$ cat src/rtl/console_tx.sv
// console_tx: memory-mapped 8N1 serial console transmitter on the wishbone bus.
// Bytes written to DATA are queued in a DEPTH-entry FIFO and sent LSB first,
// one start bit (0), eight data bits, one stop bit (1), each DIV+1 clocks long.
//
// Ports:
//   clk, rst   - system clock, synchronous active-high reset
//   s_cyc      - bus cycle request; s_we selects write (1) or read (0)
//   s_strb     - byte enables; s_addr[3:2] selects DATA/STATUS/CTRL/DIV
//   s_data_i   - write data; s_data_o read data (valid with s_ack, else 0)
//   s_ack      - one-cycle registered acknowledge
//   tx_o       - serial line, idles high
//   tx_irq     - registered level interrupt: irq_en & fifo empty & line idle
module console_tx #(
  parameter int          DEPTH   = 8,
  parameter logic [15:0] DIV_RST = 16'd3
) (
  input  logic        clk,
  input  logic        rst,
  input  logic        s_cyc,
  input  logic        s_we,
  input  logic [3:0]  s_strb,
  input  logic [31:0] s_addr,
  input  logic [31:0] s_data_i,
  output logic        s_ack,
  output logic [31:0] s_data_o,
  output logic        tx_o,
  output logic        tx_irq
);

  localparam int PTR_W = $clog2(DEPTH);
  localparam int CNT_W = PTR_W + 1;

  localparam logic [1:0] ST_IDLE  = 2'd0;
  localparam logic [1:0] ST_START = 2'd1;
  localparam logic [1:0] ST_DATA  = 2'd2;
  localparam logic [1:0] ST_STOP  = 2'd3;

  logic             taken, push_req, push_ok, pop;
  logic             wr_ctrl, wr_div, rd_status;
  logic [7:0]       mem [DEPTH];
  logic [PTR_W-1:0] wr_ptr, rd_ptr;
  logic [CNT_W-1:0] count;
  logic             empty, full, overflow, busy;
  logic             enable, irq_en;
  logic [15:0]      div;
  logic [1:0]       state;
  logic [15:0]      baud_cnt;
  logic [2:0]       bit_cnt;
  logic [7:0]       shreg;
  logic             bit_end;
  logic [31:0]      rd_data;
  logic             unused_bits;

  assign unused_bits = ^{s_addr[31:4], s_addr[1:0], s_data_i[31:16], s_strb[3:2]};

  // A transfer is taken only in the first cycle of a request; the ack cycle
  // that follows is never taken, so every side effect happens exactly once.
  assign taken     = s_cyc & ~s_ack;
  assign push_req  = taken & s_we & (s_addr[3:2] == 2'd0) & s_strb[0];
  assign wr_ctrl   = taken & s_we & (s_addr[3:2] == 2'd2) & s_strb[0];
  assign wr_div    = taken & s_we & (s_addr[3:2] == 2'd3);
  assign rd_status = taken & ~s_we & (s_addr[3:2] == 2'd1);

  assign empty   = (count == '0);
  assign full    = (count == CNT_W'(DEPTH));
  assign busy    = (state != ST_IDLE);
  assign bit_end = (baud_cnt == 16'd0);

  // Pop from IDLE, or at the very end of a stop bit so frames run back to back.
  assign pop     = enable & ~empty &
                   ((state == ST_IDLE) | ((state == ST_STOP) & bit_end));
  // A push into a full FIFO still fits if the serialiser pops in the same cycle.
  assign push_ok = push_req & (~full | pop);

  assign tx_o = (state == ST_START) ? 1'b0 :
                (state == ST_DATA)  ? shreg[0] : 1'b1;

  always_comb begin
    rd_data = '0;
    case (s_addr[3:2])
      2'd1: begin
        rd_data[CNT_W+3:4] = count;
        rd_data[3:0]       = {overflow, busy, full, empty};
      end
      2'd2:    rd_data[1:0]  = {irq_en, enable};
      2'd3:    rd_data[15:0] = div;
      default: rd_data       = '0;
    endcase
  end

  // Bus response: ack and read data are registered together; data is zero
  // outside the ack cycle and for writes.
  always_ff @(posedge clk) begin
    if (rst) begin
      s_ack    <= 1'b0;
      s_data_o <= '0;
    end else begin
      s_ack    <= taken;
      s_data_o <= (taken & ~s_we) ? rd_data : '0;
    end
  end

  // Control registers and the sticky overflow flag (cleared by a STATUS read).
  always_ff @(posedge clk) begin
    if (rst) begin
      enable   <= 1'b0;
      irq_en   <= 1'b0;
      div      <= DIV_RST;
      overflow <= 1'b0;
    end else begin
      if (wr_ctrl) begin
        enable <= s_data_i[0];
        irq_en <= s_data_i[1];
      end
      if (wr_div && s_strb[0]) div[7:0]  <= s_data_i[7:0];
      if (wr_div && s_strb[1]) div[15:8] <= s_data_i[15:8];
      if (push_req && full && !pop) overflow <= 1'b1;
      else if (rd_status)           overflow <= 1'b0;
    end
  end

  // FIFO pointers and occupancy; pointers wrap naturally at DEPTH.
  always_ff @(posedge clk) begin
    if (rst) begin
      wr_ptr <= '0;
      rd_ptr <= '0;
      count  <= '0;
    end else begin
      if (push_ok) wr_ptr <= wr_ptr + 1'b1;
      if (pop)     rd_ptr <= rd_ptr + 1'b1;
      case ({push_ok, pop})
        2'b10:   count <= count + 1'b1;
        2'b01:   count <= count - 1'b1;
        default: count <= count;
      endcase
    end
  end

  // FIFO storage needs no reset; the pointers define what is valid.
  always_ff @(posedge clk) begin
    if (push_ok) mem[wr_ptr] <= s_data_i[7:0];
  end

  // Serialiser. The baud counter reloads from div at each bit boundary, so a
  // divisor change lands cleanly on the next bit.
  always_ff @(posedge clk) begin
    if (rst) begin
      state    <= ST_IDLE;
      baud_cnt <= '0;
      bit_cnt  <= '0;
      shreg    <= '0;
    end else begin
      case (state)
        ST_IDLE: begin
          if (pop) begin
            shreg    <= mem[rd_ptr];
            baud_cnt <= div;
            state    <= ST_START;
          end
        end
        ST_START: begin
          if (bit_end) begin
            baud_cnt <= div;
            bit_cnt  <= '0;
            state    <= ST_DATA;
          end else begin
            baud_cnt <= baud_cnt - 16'd1;
          end
        end
        ST_DATA: begin
          if (bit_end) begin
            baud_cnt <= div;
            shreg    <= {1'b0, shreg[7:1]};
            bit_cnt  <= bit_cnt + 3'd1;
            if (bit_cnt == 3'd7) state <= ST_STOP;
          end else begin
            baud_cnt <= baud_cnt - 16'd1;
          end
        end
        ST_STOP: begin
          if (bit_end) begin
            if (pop) begin
              shreg    <= mem[rd_ptr];
              baud_cnt <= div;
              state    <= ST_START;
            end else begin
              state    <= ST_IDLE;
            end
          end else begin
            baud_cnt <= baud_cnt - 16'd1;
          end
        end
        default: state <= ST_IDLE;
      endcase
    end
  end

  // Interrupt when nothing is left to send and the line is idle.
  always_ff @(posedge clk) begin
    if (rst) tx_irq <= 1'b0;
    else     tx_irq <= irq_en & empty & ~busy;
  end

endmodule

$ cat config.mk
export PLATFORM = sky130hd
export DESIGN_NAME = console_tx
export DESIGN_NICKNAME = d
export VERILOG_FILES = /design/src/rtl/console_tx.sv
export SDC_FILE = /design/constraint.sdc
export NUM_CORES = 1
export LEC_CHECK = 0
export BUFFER_PORTS_ARGS = -buffer_cell sky130_fd_sc_hd__buf_2
export CAP_MARGIN = 0
export CORE_MARGIN = 1.5
export CORE_UTILIZATION = 60
export DETAILED_ROUTE_END_ITERATION = 7
export PLACE_DENSITY_LB_ADDON = 0.3
export SYNTH_ARGS = -nofsm -noshare
export SYNTH_HDL_FRONTEND = slang
export SYNTH_SLANG_ARGS = --single-unit
$ cat constraint.sdc
create_clock -name clk -period 8.2 [get_ports clk]
set_input_delay 2.05 -clock clk [delete_from_list [all_inputs] [get_ports clk]]
set_output_delay 2.05 -clock clk [all_outputs]
set_load 0.005 [all_outputs]
Word-level counts from Yosys, hierarchy flattened
Memory sizes are Yosys's and may differ from the RTL's. A register that Yosys moved wholly into a read port is not among the register bits.
Index checks and enable logic that the tools add are counted.
{"block": "op_classes", "addsub": 6, "n_eq_ne": 15, "muxes": 29, "n_bitwise": 24, "n_reduce_logical": 20}
{"op": "two-way mux 16 bit", "count": 3}
{"op": "case mux 16 bit (3 select lines)", "count": 1}
{"op": "two-way mux 8 bit", "count": 3}
{"op": "case mux 8 bit (3 select lines)", "count": 1}
{"op": "zero test 16 bit", "count": 1}
{"op": "subtractor 16 x 1 -> 16 bit (second input constant)", "count": 1}
{"op": "bitwise AND 1 bit", "count": 15}
{"op": "two-way mux 3 bit", "count": 4}
{"op": "case mux 6 bit (2 select lines)", "count": 1}
{"op": "equality test 2 bit (second input constant)", "count": 5}
{"op": "two-way mux 2 bit", "count": 5}
{"op": "adder 3 x 1 -> 3 bit (second input constant)", "count": 3}
{"op": "!= test 2 bit (second input constant)", "count": 4}
{"op": "case mux 2 bit (4 select lines)", "count": 1}
{"op": "case mux 4 bit (2 select lines)", "count": 1}
{"op": "nonzero test 2 bit", "count": 4}
{"op": "two-way mux 1 bit", "count": 7}
{"op": "NOT 1 bit", "count": 7}
{"op": "equality test 2 x 1 -> 1 bit (second input constant)", "count": 3}
{"op": "case mux 2 bit (3 select lines)", "count": 1}
{"op": "case mux 3 bit (2 select lines)", "count": 1}
{"op": "AND reduction 3 bit", "count": 2}
{"op": "AND reduction 5 bit", "count": 1}
{"op": "adder 4 x 1 -> 4 bit (second input constant)", "count": 1}
{"op": "other kinds (12)", "count": 18}
{"block": "totals", "register_bits": 92, "ram_bits": 64, "output_inout_bits": 35, "wordCells": 112, "mem_count": 1}
{"memory": "mem", "words": 8, "width": 8, "rd": 1, "rd_ports_with_merged_regs": 1, "wr": 1, "line": "40", "rtl": "logic [7:0] mem [DEPTH];"}

Logic depth before layout (Yosys ltp)
Gate-level depths: netlist (run 1).
{"block": "logic_depth", "depth_word": 8, "depth_mapped": 11, "depth_no_buf": 11}

Worst setup path after synthesis (run 1)
OpenSTA, ideal clock, no wires.
{"block": "synth_timing", "path_type": "input to register", "from": "in s_strb[0]", "to": "mem mem[0][0], enable pin", "arrival_time_ns": 3.750, "slack_ns": 4.067, "stages": 6, "n_path_buf": 1, "cell_sequence": "nand4b_1 -> nor3_1 -> clkbuf_1 -> o21ai_1 -> or2_2 -> nor3_1"}
{"block": "synth_between", "elab_chain_cells": 4}
{"item": "start, declared", "line": "21", "rtl": "input logic [3:0] s_strb,"}
{"item": "bitwise AND 1 bit", "line": "59", "rtl": "assign push_req = taken & s_we & (s_addr[3:2] == 2'd0) & s_strb[0];"}
{"item": "bitwise AND 1 bit", "line": "73", "rtl": "assign push_ok = push_req & (~full | pop);"}
{"item": "two-way mux 1 bit", "line": "141", "rtl": "if (push_ok) mem[wr_ptr] <= s_data_i[7:0];"}
{"item": "two-way mux 1 bit (not written as such)", "line": "141"}
{"item": "end, declared", "line": "40"}
Every way passes these cells.

Worst setup path after layout (run 1)
{"block": "layout_timing", "from": "in s_we", "to": "mem mem[1][2], enable pin"}
{"block": "layout_between", "elab_chain_cells": 6}
{"item": "start, declared", "line": "20", "rtl": "input logic s_we,"}
{"item": "bitwise AND 1 bit (3 in series)", "line": "59"}
{"item": "bitwise AND 1 bit", "line": "73"}
{"item": "two-way mux 1 bit", "line": "141"}
{"item": "two-way mux 1 bit (not written as such)", "line": "141"}
Every way passes these cells.

==> impl_metrics.toml, run 1 <==
[worst_hold_path]
hold_start = "bit_cnt[1]"
holdCritPathClass = "reg2reg"
holdPathEnd = "bit_cnt[1]"
hold_depth = 2

[die]
start_util_pct = 62.70
die_h_microns = 107.6
dieArea_sq_mm = 0.01157
die_w_microns = 107.6
io_pins = 107
rows = 37
core_area_sq_mm = 0.01046

[place]
dp.cells = 732
gp_congestion = 0.9013
dp_hpwl_mm = 9.821
port_buffers = 42

[power_and_ir_drop]
internal_power_mw = 1.278
pwr-share-comb_pct = 6.7
p_leak_nw = 2.774
p_per_area_mw_per_mm2 = 224.9
p_sw_mw = 0.3807
seqPwrFrac_pct = 45.4
vdd_ir_drop_max_mv = 0.1895
switching_share_pct = 22.95
clock_power_share_pct = 47.9

[critical_path]
worstPathRequired_ns = 8.35
crit_buf_inv = 1
crit_arrival_ns = 4.75
crit_path_max_fanout = 11
reg2reg_to = "mem[5][6]"
reg2reg_depth = 7
crit_family = "simple AND/OR/NAND/NOR gates"
critPathKind = "in2reg"
startpoint_type = "input pin"
rr_startpoint = "state[1]"
slowest_delay_ns = 0.90
r2r_slack_ns = 4.46
crit_chain = "buf_2 > nand4b_1 > nor3_1 > o21ai_1 > or2_2 > nor2_1"
slowest_stage = "nor3_1"
cp-end-kind = "flip-flop"

[global_routing]
met1_usage_pct = 38.03
met3_usage_pct = 5.993
grt.overflow.total = 0
grt_pass1_wl_mm = 23.51
antenna_found_initial = 0
grt_max_degree = 57
grt_use_met2_pct = 43.04
grt_use_total_pct = 27.60
grt_pass1_vias = 4460
grt.busiest_layer = "met2"

[cts]
cts_resized = 0
numCtsBuffers = 17
clk_pin_slew_ns = 0.06
cts_tree = "built"
clk_latency_ns = 0.53
max-clock-path-buffers = 2
postCtsSetupBuffers = 0
clockRootBuffer = "clkbuf_8"
cts_sinks = 143
cts_max_level = 4
cts_hold_buf = 0

[sta]
hold_viol = 0
setup_tns_ns = 0
fmax_mhz = 217.4
final-setup-viol-count = 0
max-slew-margin-rel_pct = 24.95
slew_violations = 0
worst_pin_slew_ns = 1.117
finClkSkew_ns = 0.007097
rsz0062_at_grt = "false"
fin_crit_sh_pct = 56.08
period_needed_ns = 4.599

[layout]
fin_cells = 764
drive_above_1_share_pct = 16.88
nNetsFinal = 699
fillers = 784
flow.area_growth_from_synthesis_pct = 12.45
diodes = 0

[status]
outcome = "finished clean"

[routing]
viasPerCell = 6.097
vias = 4658
finalWirelength_mm = 14.95
ant_nets = 0
drtIter0Drc = 411
firstDrtPassIters = 5
routedWlPerCell_microns = 19.56
post-route-drc-count = 0

[job]
drv_cap = 0

[synthesis]
synth_cells = 578
synth_top_flop_cell = "dfxtp_1"
synth_area_per_cell_sq_um = 11.35
yosys.area.top_type_share_pct = 29.30
synthArstFlopShare_pct = 0
synth_area_leaders = "edfxtp_1, dfxtp_1, mux2i_1"
ys_seq_elements = 143
yosysWarnings = 0
yosysMostFrequentCell = "dfxtp_1"
syn_area_sq_mm = 0.006560
synthTopCellsByCount = "dfxtp_1, nor2_1, edfxtp_1, mux2i_1, nand2_1"
synth_top_area_cell = "edfxtp_1"
ys_types = 64
synth_edf_count = 64
ys_seq_area_share_pct = 53.40
-- cells by family (layout without fill, tap and decap cells) --
| kind of cell | Yosys count | in the layout | synth area share [%] |
|---|---|---|---|
| AOI/OAI and AO/OA | 102 | 102 | 10.24 |
| xor gates and xnor gates | 19 | 19 | 2.537 |
| adders and majority gates | 12 | 12 | 2.289 |
| buffers and inverters | 50 | 85 | 4.253 |
| DFF | 143 | 143 | 53.40 |
| muxes | 65 | 65 | 13.01 |
| other | 1 | 16 | 0.05716 |
| and+or+nand+nor | 186 | 186 | 14.21 |
-- placed cells by master (no fill, tap or decap), types with 6 or more instances in the layout --
| cell | instances |
|---|---|
| nand3_1 | 9 |
| o211ai_1 | 6 |
| nor2b_1 | 7 |
| conb_1 | 16 |
| o21ai_0 | 29 |
| inv_1 | 8 |
| clkbuf_16 | 16 |
| nand2b_1 | 6 |
| a21oi_1 | 23 |
| ha_1 | 12 |
| nor2_1 | 69 |
| xnor2_1 | 12 |
| nand2_1 | 47 |
| buf_2 | 42 |
| nor3_1 | 9 |
| dfxtp_1 | 79 |
| mux2i_1 | 47 |
| mux4_2 | 16 |
| and2_1 | 10 |
| xor2_1 | 7 |
| edfxtp_1 | 64 |
-- metrics by stage --
step	instance area, sq um	hold WS [ns]	total power, mW	utilization [%]	worst slack, ns
global placement	6770	0.4425	0.8734	64.71	3.218
CTS	7377	0.4643	1.665	70.51	3.669
finish	7377	0.4625	1.659	70.51	3.601
detailed placement	6770	0.4557	0.8769	64.71	3.066
global route	7377	0.4946	1.705	70.51	3.430
floorplan	6616	0.4241	0.8473	-	4.067
-- power groups by stage --
stage / combinational [mW] / clock, mW / sequential [mW]
floorplan: 0.0801 / 0 / 0.767
global placement: 0.105 / 0 / 0.768
detailed placement: 0.108 / 0 / 0.769
CTS: 0.109 / 0.803 / 0.753
global route: 0.122 / 0.830 / 0.754
finish: 0.112 / 0.794 / 0.753
-- registers in the layout (all words and copies together) (netlist names), 2 cells and up, named ones only --
signal and flops:
shreg 8, mem 64, baud_cnt 15, div 16
count 4, wr_ptr 3, s_data_o 16, rd_ptr 3
bit_cnt 3, state 2
-- final cells by class --
cell class	count	area [sq um]	share of cell area, %
inverter	8	30.03	0.4071
clock inverter	14	188.9	2.561
timing repair buffer	45	232.7	3.155
tap	136	170.2	2.307
multi-input combinational	400	2834	38.42
clock buffer	18	417.9	5.665
sequential	143	3503	47.49
-- layer usage --
layer / up-vias / part of all wire (%)
li1: 2152 / -
met1: 2266 / 42
met2: 216 / 48
met3: 24 / 7.9
met4: 0 / 1.7
met5: - / 0
-- worst reg2reg max path: stages (launching register included) --
cell and delay [ns]:
dfxtp_1 0.41, ha_1 0.71, nor4bb_1 0.38, a41oi_1 0.28, nor2_1 0.21, buf_4 0.31
o211ai_1 0.23, nor2_1 0.82
-- how the worst max path moves through the flow --
stage / cells past startpoint / startpoint / to / slack [ns]
after detailed placement: 6 / s_we / mem[2][6] / 3.07
final: 6 / s_we / mem[1][2] / 3.60
after global routing: 6 / s_we / mem[1][2] / 3.43
after global placement: 6 / s_we / mem[3][7] / 3.22
after CTS: 6 / s_we / mem[1][2] / 3.67
after floorplan: 6 / s_strb[0] / mem[0][0] / 4.07
Note: power is estimated with default switching activity, not from simulation.
==> run 2, diff against run 1 <==
--- a/config.mk
+++ b/config.mk
@@ -5,10 +5,11 @@
 export SDC_FILE = /design/constraint.sdc
 export NUM_CORES = 1
 export LEC_CHECK = 0
+export ABC_AREA = 1
 export BUFFER_PORTS_ARGS = -buffer_cell sky130_fd_sc_hd__buf_2
 export CAP_MARGIN = 0
 export CORE_MARGIN = 1.5
-export CORE_UTILIZATION = 60
+export CORE_UTILIZATION = 57
 export DETAILED_ROUTE_END_ITERATION = 7
 export PLACE_DENSITY_LB_ADDON = 0.3
 export SYNTH_ARGS = -nofsm -noshare
==> constraint.sdc (replaced) <==
create_clock -name clk -period 4.6 [get_ports clk]
set_input_delay 1.15 -clock clk [delete_from_list [all_inputs] [get_ports clk]]
set_output_delay 1.15 -clock clk [all_outputs]
set_load 0.005 [all_outputs]
==> impl_metrics.toml, run 2 <==
[cts]
cts_max_level = 4
numCtsBuffers = 17
cts_hold_buf = 0
clk_latency_ns = 0.43
clk_pin_slew_ns = 0.06
postCtsSetupBuffers = 0
clockRootBuffer = "clkbuf_16"
cts_sinks = 143
max-clock-path-buffers = 2
cts_resized = 0
cts_tree = "built"

[worst_hold_path]
holdCritPathClass = "reg2reg"
hold_start = "rd_ptr[2]"
hold_depth = 1

[critical_path]
cp-end-kind = "output port"
startpoint_type = "flip-flop"
r2r_slack_ns = 1.89
crit_path_max_fanout = 7
crit_arrival_ns = 1.59
startpoint = "state[0]"
reg2reg_depth = 9
worstPathRequired_ns = 3.45
rr_startpoint = "state[0]"
reg2reg_to = "mem[6][7]"
critPathKind = "reg2out"

[layout]
nNetsFinal = 916
drive_above_1_share_pct = 13.37
final_common_cell = "nand2_1"
largest_reg_flops = 64
final_util_pct = 65.96
flow.area_growth_from_synthesis_pct = 12.13
regArea_sq_mm = 0.003503
final_cell_mix = "nand2_1, nor2_1, inv_1, dfxtp_1, o21ai_0"
top_register = "mem"
largest_registers = "mem: 64 flops, div: 16 flops, s_data_o: 16 flops"
fillers = 883
diodes = 0
multi_input_area_sq_mm = 0.002719

[power_and_ir_drop]
vdd_ir_drop_max_mv = 0.4481
p_per_area_mw_per_mm2 = 575.1
p_leak_nw = 3.203

[global_routing]
antenna_found_initial = 0
grt_max_degree = 42
grt_pass1_vias = 5353
grt_pass1_wl_mm = 25.81
grt_use_total_pct = 26.14
grt.overflow.total = 0

[sta]
fmax_mhz = 364.7
final-setup-viol-count = 0
period_needed_ns = 2.742
setup_tns_ns = 0
finClkSkew_ns = 0.009217
worst_pin_slew_ns = 1.198
max-slew-margin-rel_pct = 20.01
rsz0062_at_grt = "false"
fin_crit_sh_pct = 59.61
hold_viol = 0
slew_violations = 0

[synthesis]
yosysWarnings = 0
yosys.area.top_type_share_pct = 28.49
ys_types = 41
ys_seq_area_share_pct = 51.94
synth_area_per_cell_sq_um = 8.527
synth_cells = 791
synth_edf_count = 64
syn_area_sq_mm = 0.006745
synth_top_flop_cell = "dfxtp_1"
yosysMostFrequentCell = "nand2_1"
synth_top_area_cell = "edfxtp_1"
synth_area_leaders = "edfxtp_1, dfxtp_1, nand2_1"
synthArstFlopShare_pct = 0
ys_seq_elements = 143
synthTopCellsByCount = "nand2_1, nor2_1, dfxtp_1, inv_1, o21ai_0"

[die]
die_h_microns = 111.8
start_util_pct = 58.82
rows = 39
core_area_sq_mm = 0.01147
die_w_microns = 111.8
dieArea_sq_mm = 0.01249
io_pins = 107

[routing]
routedWlPerCell_microns = 15.69
firstDrtPassIters = 5
drtIter0Drc = 495
vias = 5536
viasPerCell = 5.603
finalWirelength_mm = 15.50
ant_nets = 0
post-route-drc-count = 0

[job]
drv_cap = 0

[place]
port_buffers = 42
dp_hpwl_mm = 10.39
gp_congestion = 0.9279

[status]
outcome = "finished clean"
## run 2: layout make-up
class                      count  share of cell area [%]
clock buffer                  24                   6.518
inverter                      83                   4.119
tap                          143                   2.366
timing repair buffer          51                   3.672
sequential                   143                   46.32
clock inverter                 8                   1.059
multi-input combinational    536                   35.95
## run 2: worst max-delay path by stage
stage | slack [ns] | depth (start not counted) | to
finish | 1.86 | 4 | tx_o
global route | 1.71 | 9 | mem[6][2]
CTS | 1.86 | 4 | tx_o
detailed placement | 1.54 | 4 | s_data_o[5]
global placement | 1.64 | 4 | s_data_o[5]
floorplan | 1.64 | 9 | mem[0][0]
## run 2: critical path: stages, from the launching register on
cell,delay [ns]
dfxtp_1,0.44
inv_1,0.12
ha_1,0.29
a21oi_1,0.18
buf_2,0.14
## run 2: where the power goes
| part | switching (mW) | internal (mW) | total, mW |
|---|---|---|---|
| Sequential | 0.0705 | 1.40 | 1.47 |
| Clock | 0.527 | 0.806 | 1.33 |
| Combinational | 1.07 | 0.479 | 1.55 |
## run 2: cells by family after synthesis
kind of cell             after synthesis  share of synthesized area [%]
adder cells (fa/ha/maj)               12                          2.226
AO/OA/AOI/OAI                        167                          14.32
AND/OR/NAND/NOR                      334                          21.96
XOR/XNOR                               7                         0.9089
flip-flops                           143                          51.94
other                                  1                        0.05559
buffers and inverters                127                          8.588
## run 2: stage by stage
stage / instance area (sq um) / worst slack (ns) / cells / hold slack, ns / power [mW]
finish: 7564 / 1.858 / 988 / 0.4460 / 4.350
global route: 7564 / 1.714 / 988 / 0.4808 / 4.600
CTS: 7564 / 1.858 / 988 / 0.4428 / 4.322
detailed placement: 6990 / 1.542 / 956 / 0.4403 / 2.991
global placement: 6990 / 1.645 / 956 / 0.4314 / 2.951
floorplan: 6802 / 1.641 / 806 / 0.4121 / 2.673
## run 2: routing by layer
metal / vias up / track usage, % / wire length [microns] / share of wire [%]
met5: - / 0 / 0 / 0
met4: 0 / 10.80 / 374 / 2.4
met3: 32 / 6.369 / 1072 / 6.9
met2: 234 / 41.63 / 7215 / 47
met1: 2547 / 34.37 / 6835 / 44
li1: 2723 / - / - / -
==> run 3, diff against run 2 <==
==> constraint.sdc (replaced) <==
create_clock -name clk -period 2.7 [get_ports clk]
set_input_delay 0.675 -clock clk [delete_from_list [all_inputs] [get_ports clk]]
set_output_delay 0.675 -clock clk [all_outputs]
set_load 0.005 [all_outputs]
==> impl_metrics.toml, run 3 (synthesis gave the netlist of run 2 again) <==
[status]
outcome = "finished clean"

[layout]
final_common_cell = "nand2_1"
fin_cells = 998
flow.area_growth_from_synthesis_pct = 13.43
fillers = 882
final_cell_mix = "nand2_1, nor2_1, inv_1, dfxtp_1, o21ai_0"
largest_registers = "mem: 64 flops, div: 16 flops, s_data_o: 16 flops"
diodes = 0
drive_above_1_share_pct = 14.74
final_util_pct = 66.72
nNetsFinal = 926
top_register = "mem"
largest_reg_flops = 64

[place]
port_buffers = 42
dp_hpwl_mm = 10.94
gp_congestion = 0.9091
dp.cells = 966

[sta]
final-setup-viol-count = 0
setup_tns_ns = 0
max-slew-margin-rel_pct = 44.24
fin_crit_sh_pct = 87.39
rsz0062_at_grt = "false"
finClkSkew_ns = 0.01276
worst_pin_slew_ns = 0.8355
slew_violations = 0
whs_ns = 0.4456
fmax_mhz = 423.8
period_needed_ns = 2.359
hold_viol = 0

[cts]
numCtsBuffers = 17
clk_pin_slew_ns = 0.06
clk_latency_ns = 0.43
clockRootBuffer = "clkbuf_16"
postCtsSetupBuffers = 0
cts_tree = "built"
cts_resized = 0
cts_hold_buf = 0
cts_sinks = 143
cts_max_level = 4
max-clock-path-buffers = 2

[routing]
ant_nets = 0
viasPerCell = 5.627
post-route-drc-count = 0
vias = 5616
routedWlPerCell_microns = 15.76
firstDrtPassIters = 6
finalWirelength_mm = 15.73
drtIter0Drc = 520

[global_routing]
antenna_found_initial = 0
grt_max_degree = 33
grt_pass1_wl_mm = 26.05
grt.overflow.total = 0
grt_use_total_pct = 26.44
grt_pass1_vias = 5351

[critical_path]
cp-end-kind = "flip-flop"
startpoint_type = "flip-flop"
crit_arrival_ns = 2.68
reg2reg_depth = 13
critPathKind = "reg2reg"
crit_path_max_fanout = 30
worstPathRequired_ns = 3.03

[die]
io_pins = 107
die_h_microns = 111.8
dieArea_sq_mm = 0.01249
core_area_sq_mm = 0.01147
rows = 39
die_w_microns = 111.8
start_util_pct = 58.82

[job]
drv_cap = 0

[power_and_ir_drop]
p_per_area_mw_per_mm2 = 980.4
p_leak_nw = 3.266
total_power_mw = 7.501
vdd_ir_drop_max_mv = 0.8355

[worst_hold_path]
hold_depth = 1
holdCritPathClass = "reg2reg"
-- run 3: layer usage --
metal / track usage (%) / part of all wire, % / up-vias
li1: - / - / 2741
met4: 10.63 / 2.3 / 0
met5: 0 / 0 / -
met2: 42.11 / 47 / 228
met3: 5.770 / 6.3 / 30
met1: 35.36 / 44 / 2617
-- run 3: final cells by class --
| cell class | count | area, sq um | share of cell area (%) |
|---|---|---|---|
| sequential | 143 | 3503 | 45.79 |
| multi-input combinational | 536 | 2719 | 35.54 |
| clock buffer | 22 | 485.5 | 6.345 |
| timing repair buffer | 61 | 352.8 | 4.612 |
| inverter | 83 | 311.5 | 4.072 |
| tap | 143 | 178.9 | 2.339 |
| clock inverter | 10 | 100.1 | 1.308 |
-- run 3: path summary, 6_finish.rpt --
| path | slack (ns) | start | to |
|---|---|---|---|
| worst min-delay path | 0.45 | rd_ptr[2] | rd_ptr[2] |
| worst max register to register | 0.34 | baud_cnt[0] | count[3] |
| worst min register to register | 0.45 | rd_ptr[2] | rd_ptr[2] |
| worst max-delay path | 0.34 | baud_cnt[0] | count[3] |
-- run 3: worst max-delay path: stages, from the launching register on --
cell	delay, ns
dfxtp_1	0.39
inv_1	0.11
ha_1	0.25
nand2_2	0.16
nor2_4	0.07
nand3_4	0.11
nand2_8	0.09
nand2_4	0.08
buf_4	0.35
nand3_1	0.20
nand2_1	0.23
nand3_1	0.10
nand2_1	0.08
nor2_1	0.04
-- run 3: stage by stage --
| stage | worst slack (ns) | area, sq um |
|---|---|---|
| after floorplan | 0.2161 | 6802 |
| after global placement | 0.3060 | 7066 |
| after detailed placement | 0.2447 | 7066 |
| after CTS | 0.3551 | 7651 |
| after global routing | 0.1719 | 7651 |
| final | 0.3406 | 7651 |
-- run 3: report_power, final --
| part | switching (mW) | internal, mW |
|---|---|---|
| sequential | 0.120 | 2.38 |
| clock | 0.927 | 1.38 |
| combinational | 1.85 | 0.841 |
| total | 2.89 | 4.61 |
